<file path="src/rtl/pll_lock_sequencer.sv">
`default_nettype none
// ============================================================================
// Module      : pll_lock_sequencer
// Description : Brings up SB_PLL40_CORE from the 48 MHz HFOSC domain and holds
//               the PLL-domain reset until LOCK has been stable for a settle
//               window; retries on timeout or loss, then faults.
//               Optional macro PLL_BYPASS_FALLBACK_EN: in FAULT, bypass the PLL
//               and release sys_rst onto the 48 MHz reference.
// Revision    : 1.0 - initial release
// ============================================================================
module pll_lock_sequencer #(
    parameter int RESET_CYCLES  = 16,
    parameter int LOCK_TIMEOUT  = 4800,
    parameter int SETTLE_CYCLES = 480,
    parameter int MAX_RETRIES   = 3,
    parameter int CNT_W         = 16
) (
    input  logic       clk_48mhz,
    input  logic       rst,
    input  logic       enable,
    input  logic       pll_lock,
    output logic       pll_resetb,
    output logic       pll_bypass,
    output logic       sys_rst,
    output logic       locked_stable,
    output logic       fault,
    output logic [1:0] retry_cnt,
    output logic [2:0] state_o
);

    typedef enum logic [2:0] {
        ST_IDLE      = 3'd0,
        ST_RST_HOLD  = 3'd1,
        ST_WAIT_LOCK = 3'd2,
        ST_SETTLE    = 3'd3,
        ST_RUN       = 3'd4,
        ST_FAULT     = 3'd5
    } state_t;

    localparam logic [CNT_W-1:0] c_rst_last     = CNT_W'(RESET_CYCLES - 1);
    localparam logic [CNT_W-1:0] c_timeout_last = CNT_W'(LOCK_TIMEOUT - 1);
    localparam logic [CNT_W-1:0] c_settle_last  = CNT_W'(SETTLE_CYCLES - 1);
    localparam logic [1:0]       c_max_retries  = 2'(MAX_RETRIES);
`ifdef PLL_BYPASS_FALLBACK_EN
    localparam logic [CNT_W-1:0] c_rst_full     = CNT_W'(RESET_CYCLES);
`endif

    state_t           state_q, state_d;
    logic [CNT_W-1:0] cnt_q, cnt_d;
    logic [1:0]       retry_q, retry_d;
    logic             sync1_q, lock_s_q;
    logic             retry_path;

    logic             resetb_q, resetb_d;
    logic             sys_rst_q, sys_rst_d;
    logic             locked_q, locked_d;
    logic             fault_q, fault_d;

    // Raw LOCK is asynchronous to clk_48mhz.
    always_ff @(posedge clk_48mhz or posedge rst) begin
        if (rst) begin
            sync1_q  <= 1'b0;
            lock_s_q <= 1'b0;
        end else begin
            sync1_q  <= pll_lock;
            lock_s_q <= sync1_q;
        end
    end

    always_ff @(posedge clk_48mhz or posedge rst) begin
        if (rst) begin
            state_q   <= ST_IDLE;
            cnt_q     <= '0;
            retry_q   <= '0;
            resetb_q  <= 1'b0;
            sys_rst_q <= 1'b1;
            locked_q  <= 1'b0;
            fault_q   <= 1'b0;
        end else begin
            state_q   <= state_d;
            cnt_q     <= cnt_d;
            retry_q   <= retry_d;
            resetb_q  <= resetb_d;
            sys_rst_q <= sys_rst_d;
            locked_q  <= locked_d;
            fault_q   <= fault_d;
        end
    end

    always_comb begin
        state_d    = state_q;
        cnt_d      = cnt_q;
        retry_d    = retry_q;
        retry_path = 1'b0;

        if (!enable) begin
            state_d = ST_IDLE;
            cnt_d   = '0;
            retry_d = '0;
        end else begin
            case (state_q)
                ST_IDLE: begin
                    state_d = ST_RST_HOLD;
                    cnt_d   = '0;
                end
                ST_RST_HOLD: begin
                    if (cnt_q == c_rst_last) begin
                        state_d = ST_WAIT_LOCK;
                        cnt_d   = '0;
                    end else begin
                        cnt_d = cnt_q + 1'b1;
                    end
                end
                ST_WAIT_LOCK: begin
                    // Lock seen on the timeout cycle still counts as a lock.
                    if (lock_s_q) begin
                        state_d = ST_SETTLE;
                        cnt_d   = '0;
                    end else if (cnt_q == c_timeout_last) begin
                        retry_path = 1'b1;
                    end else begin
                        cnt_d = cnt_q + 1'b1;
                    end
                end
                ST_SETTLE: begin
                    if (!lock_s_q) begin
                        state_d = ST_WAIT_LOCK;
                        cnt_d   = '0;
                    end else if (cnt_q == c_settle_last) begin
                        state_d = ST_RUN;
                        cnt_d   = '0;
                        retry_d = '0;
                    end else begin
                        cnt_d = cnt_q + 1'b1;
                    end
                end
                ST_RUN: begin
                    if (!lock_s_q) begin
                        retry_path = 1'b1;
                    end
                end
                ST_FAULT: begin
`ifdef PLL_BYPASS_FALLBACK_EN
                    // Saturates at RESET_CYCLES; the terminal value releases sys_rst.
                    if (cnt_q != c_rst_full) begin
                        cnt_d = cnt_q + 1'b1;
                    end
`else
                    cnt_d = '0;
`endif
                end
                default: begin
                    state_d = ST_IDLE;
                    cnt_d   = '0;
                    retry_d = '0;
                end
            endcase

            if (retry_path) begin
                cnt_d = '0;
                if (retry_q == c_max_retries) begin
                    state_d = ST_FAULT;
                end else begin
                    state_d = ST_RST_HOLD;
                    retry_d = retry_q + 2'd1;
                end
            end
        end
    end

    // Outputs are decoded from the next state so they change on the same edge.
    always_comb begin
        resetb_d  = (state_d == ST_WAIT_LOCK) || (state_d == ST_SETTLE) ||
                    (state_d == ST_RUN);
        sys_rst_d = (state_d != ST_RUN);
        locked_d  = (state_d == ST_RUN);
        fault_d   = (state_d == ST_FAULT);
`ifdef PLL_BYPASS_FALLBACK_EN
        if (state_d == ST_FAULT) begin
            resetb_d  = 1'b1;
            sys_rst_d = (cnt_d != c_rst_full);
        end
`endif
    end

`ifdef PLL_BYPASS_FALLBACK_EN
    logic bypass_q;

    always_ff @(posedge clk_48mhz or posedge rst) begin
        if (rst) begin
            bypass_q <= 1'b0;
        end else begin
            bypass_q <= (state_d == ST_FAULT);
        end
    end

    assign pll_bypass = bypass_q;
`else
    assign pll_bypass = 1'b0;
`endif

    assign pll_resetb    = resetb_q;
    assign sys_rst       = sys_rst_q;
    assign locked_stable = locked_q;
    assign fault         = fault_q;
    assign retry_cnt     = retry_q;
    assign state_o       = state_q;

endmodule
`default_nettype wire

</file>
<file path="config.mk">
export PLATFORM = sky130hd
export DESIGN_NAME = pll_lock_sequencer
export DESIGN_NICKNAME = d
export VERILOG_FILES = /design/src/rtl/pll_lock_sequencer.sv
export SDC_FILE = /design/constraint.sdc
export NUM_CORES = 1
export LEC_CHECK = 0
export BUFFER_PORTS_ARGS = -buffer_cell sky130_fd_sc_hd__buf_2
export CAP_MARGIN = 20
export CORE_UTILIZATION = 50
export DETAILED_ROUTE_END_ITERATION = 16
export PLACE_DENSITY = 0.74
export SLEW_MARGIN = 15
export SYNTH_ARGS = -nofsm -noshare
export SYNTH_HDL_FRONTEND = slang
export SYNTH_SLANG_ARGS = --single-unit
</file>
<file path="constraint.sdc">
create_clock -name clk_48mhz -period 2.32 [get_ports clk_48mhz]
set_input_delay 0.348 -clock clk_48mhz [delete_from_list [all_inputs] [get_ports clk_48mhz]]
set_output_delay 0.348 -clock clk_48mhz [all_outputs]
set_load 0.02 [all_outputs]
</file>
# ---- Yosys cells after proc, flatten, opt, wreduce, memory -nomap -nowiden
# Cells that the tools add are included.
dict set report word_totals {
  elab_cells 60
  register_bits 27
}
dict set report classes {
  n_mux 27
  add_sub_neg 2
  n_eq_ne 16
  n_reduce_logical 6
}
# operator n
set op_table {}
lappend op_table {{$mux W16} 7}
lappend op_table {{$pmux W16 S4} 1}
lappend op_table {{$mux W3} 7}
lappend op_table {{$add A16 B1 Y16 const B} 1}
lappend op_table {{$eq A16 B13 Y1 const B} 1}
lappend op_table {{$eq A16 B4 Y1 const B} 1}
lappend op_table {{$eq A16 B9 Y1 const B} 1}
lappend op_table {{$pmux W3 S5} 1}
lappend op_table {{$eq A3 B2 Y1 const B} 4}
lappend op_table {{$eq A3 B3 Y1 const B} 4}
lappend op_table {{$mux W2} 5}
lappend op_table {{$ne A3 B3 Y1 const B} 2}
lappend op_table {{$ne A5 B5 Y1 const B} 1}
lappend op_table {{$reduce_or A5 Y1} 1}
lappend op_table {{$mux W1} 4}
lappend op_table {{$pmux W2 S2} 1}
lappend op_table {{$eq A3 B1 Y1 const B} 1}
lappend op_table {{$logic_not A3 Y1} 1}
lappend op_table {{$add A2 B1 Y2 const B} 1}
lappend op_table {{$eq A2 B2 Y1 const B} 1}
lappend op_table {{$logic_or A1 B1 Y1} 2}
lappend op_table {{$pmux W1 S2} 1}
lappend op_table {{$reduce_and A2 Y1} 1}
lappend op_table {{$reduce_or A2 Y1} 1}

# ---- Longest topological paths before layout
dict set report logic_depth {
  word_depth 10
  ltp_mapped 7
}

# ---- Least setup slack after synthesis
# OpenSTA, ideal clock, no wires.
dict set report synth_timing {
  kind {reg-to-reg}
  from {reg cnt_q[10]}
  to {reg resetb_q, in the netlist pll_resetb}
  required_time_ns 2.199
  arrival_ns 2.010
  synth_period_minus_slack_ns 2.131
  path_stages_with_launch 6
  setup_slack_ns 0.189
  path_buffers 0
  path_cell_list {dfrtp_1 -> or4_4 -> nor4_4 -> a21oi_2 -> o311a_4 -> a22o_2}
}
dict set report synth_via {
  elab_chain_len 10
  word_cells_on_any_way 18
  cone_classes {eq/ne (6); mux (10); reduce/logical (2)}
}
# item line_no
set synth_rtl {}
lappend synth_rtl {{start, declared} 49} ;# logic [CNT_W-1:0] cnt_q, cnt_d;
lappend synth_rtl {{start signal, assigned} 81} ;# cnt_q <= cnt_d;
lappend synth_rtl {{$eq A16 B13 Y1} 119} ;# end else if (cnt_q == c_timeout_last) begin
lappend synth_rtl {{$mux W1} 119}
lappend synth_rtl {{$mux W1} 116} ;# if (lock_s_q) begin
lappend synth_rtl {{$pmux W1 S2} 101} ;# case (state_q)
lappend synth_rtl {{$mux W1} 96} ;# if (!enable) begin
lappend synth_rtl {{$mux W3 (*)} 159} ;# if (retry_path) begin
lappend synth_rtl {{$mux W3 (*)} 96}
lappend synth_rtl {{$eq A3 B2 Y1} 173} ;# resetb_d = (state_d == ST_WAIT_LOCK) || (state_d == ST_SETTLE) ||
lappend synth_rtl {{$logic_or A1 B1 Y1} 173}
lappend synth_rtl {{$logic_or A1 B1 Y1 (*)} 173}
lappend synth_rtl {{net resetb_d} 54} ;# logic resetb_q, resetb_d;
lappend synth_rtl {{end signal, assigned} 83} ;# resetb_q <= resetb_d;
lappend synth_rtl {{end, declared} 54}
# The timed path passes the listed nets; every way through them passes the cells marked *. The select of a mux whose other input is x is not followed.
# A chain may end at the register's enable or synchronous reset.

# ---- Worst setup path in the final report
dict set report layout_timing {
  from {reg cnt_q[1]}
  to {reg cnt_q[12]}
}
dict set report layout_via {
  elab_chain_len 7
  word_cells_on_any_way 19
  cone_classes {add/sub (1); eq/ne (5); mux (12); reduce/logical (1)}
}
# item
set layout_rtl {}
lappend layout_rtl {{branches (longest 7 deep; another with $add A16 B1 Y16)}}
# Several ways; the timed one is not identified. The select of a mux whose other input is x is not followed.

==> results.cfg <==
[status]
status = completed

[final_layout]
final_design_area_no_fill_um2 = 1921
final_cells = 250
areaGrowthSynthToFinish_pct = 9.330
final.fill_count = 325
fin_nets = 211
drive_gt1_frac = 0.2402
utilization = 0.5711
final_cell_mix = dfrtp_1 (25), nand2_1 (23), nor2_1 (16)
final_common_cell = dfrtp_1
n_antenna_cell = 0

[synth]
synth_nets = 193
yosysTopAreaCell = dfrtp_1
ys_ff_latch = 27
netlist_instances = 187
yosysSeqAreaShare = 0.3853
netlist_top_cells_area = dfrtp_1 (37%), nand2_1 (4.9%), nor2_1 (3.4%)
ys_types = 59
synth_edf_count = 0
synth_flop_cell = dfrtp_1
synth_warnings = 0
postSynthAreaPerCell_um2 = 9.394
async_flop_share = 1.000
netlist_area_um2 = 1757
yosysTopAreaCellShare = 0.3704

[routing]
routedWlPerCell_um = 15.61
wirelength_met1_um = 1696
highest_layer = met4
ant_nets = 0
vias = 1559
viasPerCell = 6.236
met2WireLength_um = 1916
drtPass1Iterations = 4
wl_met3_um = 229
drc = 0
drt-total-wl_um = 3902
drtIter0Drc = 87

[placement]
place_area_um2 = 1872
dpl.cell_count = 244
place_ws_ns = 0.1010
gp_congestion = 0.8779
portBuffers = 12
hpwl_um = 2852

[sta]
fin_worst_skew_ns = 0.01154
relSlewSlack = 0.5470
tightest_slew_ns = 0.6789
finalCriticalPeriod_ns = 2.178
setup_slack_ns = 0.1422
finalCritPeriodShare = 0.9387
rsz0062_at_grt = no
hold_viol_final = 0
setup_viol = 0
fmax_mhz = 459.2
slew_viol_final = 0
finalSetupTns_ns = 0

[grt]
grt_overflow = 0
grt_pass1_vias = 1421
grt_pass1_wl_um = 6334
grt_usage = 0.2301
grt_antenna_before_repair = 0
grt_max_degree = 19

[cts]
clk_pin_slew_ns = 0.16
cts_root_buffer = clkbuf_4
clk-insertion-delay-late_ns = 0.34
numCtsBuffers = 3
max-clock-path-buffers = 2
cts_tree = yes
cts_max_level = 1
cts.sinks = 27

[critical_path]
setup.worst_path.class = flop to flop
arrival_ns = 2.41
path_cells = ha_1 -> nand3_1 -> nor4_4 -> a21o_2 -> a211oi_2 -> a221o_1
cp_slowest_cell = nor4_4
startpoint_type = flop
end_kind = flop
critPathMaxFanout = 6
cp.required_ns = 2.55
cpPeakStageDelay_ns = 0.48

[worst_hold_path]
hold_class = input port to flop

[floorplanning]
initial_core_util = 0.5223
rows = 21
fp.dieArea_um2 = 3755
fp.coreArea_um2 = 3363
die_h_um = 61.28
pin_count = 14
die_x_um = 61.28

[power_and_ir_drop]
peakVddDrop_mv = 0.3230
power.density_nw_per_um2 = 408.1
p_leak_nw = 0.8248

[flow_run]
drv_cap = 0
path summary, 6_finish.rpt:
| kind | cells after the start | startpoint | to | slack (ns) |
|---|---|---|---|---|
| max in group asynchronous | 4 | rst | cnt_q[0] | 1.17 |
| min in group asynchronous | 3 | rst | cnt_q[8] | 0.53 |
| hold / removal | 1 | pll_lock | sync1_q | 0.09 |
| setup reg to reg | 6 | cnt_q[1] | cnt_q[12] | 0.14 |
| setup / recovery | 6 | cnt_q[1] | cnt_q[12] | 0.14 |
| hold reg to reg | 0 | sync1_q | lock_s_q | 0.38 |
timing repair:
action | CTS | global route
endpoints found under the hold margin | 11 | 0
hold buffers | 1 | 0
setup buffers | 0 | 1
gates resized for setup | 0 | 1
setup endpoints to repair | 0 | 16
where the power goes:
| part | switching, W | internal, W |
|---|---|---|
| sequential | 0.00000946 | 0.000476 |
| clock | 0.000154 | 0.0000661 |
| combinational | 0.0000531 | 0.0000256 |
kinds of logic after synthesis:
family,after synthesis,share of synthesized area
AND/OR/NAND/NOR,88,0.2856
multiplexers,1,0.005698
XOR/XNOR,2,0.009973
buffers and inverters,14,0.04843
other,1,0.002135
flip-flops,27,0.3853
AO/OA/AOI/OAI,52,0.2486
adder cells (fa/ha/maj),2,0.01424
metal layers:
layer / vias to the layer above / global-route usage
met5: - / 0
met4: 0 / 0.05519
met3: 7 / 0.04412
met2: 49 / 0.4006
met1: 761 / 0.2948
li1: 742 / -
stage by stage:
step / hold slack [ns] / total power, W
after floorplan: 0.3312 / 0.0005545
after global placement: 0.3388 / 0.0005694
after detailed placement: 0.3420 / 0.0005712
after CTS: 0.09573 / 0.0007845
after global routing: 0.08753 / 0.0008121
final: 0.09450 / 0.0007837
area by class of cell:
cell class	instances	area (µm²)	area share
clock buffers	3	22.52	0.01173
clock inverters	1	7.507	0.003909
inverters	4	15.01	0.007818
multi-input cells	146	994.7	0.5179
flip-flops and latches	27	678.2	0.3531
well taps	46	57.56	0.02997
repair buffers	23	145.1	0.07557
cell usage after synthesis (3+ instances only):
cell type and count:
nand3_1 11, nor3_1 4, a211oi_1 4, o211ai_1 8, nor2_1 16, clkbuf_1 5, nand2_1 23, inv_1 4
a221o_1 4, a21oi_1 4, o211a_1 3, or3_1 4, o21ai_0 7, nand4_1 4, dfrtp_1 26
critical path: cells and delay by family, from the launching register on:
family,cells,cell delay [ns]
compound gates,3,0.69
fa+ha+maj,1,0.24
simple gates,2,0.72
flops,1,0.43
state kept, by name (all words and copies together) (netlist names):
name           flops
cnt_q             16
sync1_q            1
sys_rst            1
lock_s_q           1
state_o            3
retry_cnt          2
pll_resetb         1
fault              1
locked_stable      1
Power figures use the tool's default switching activity.
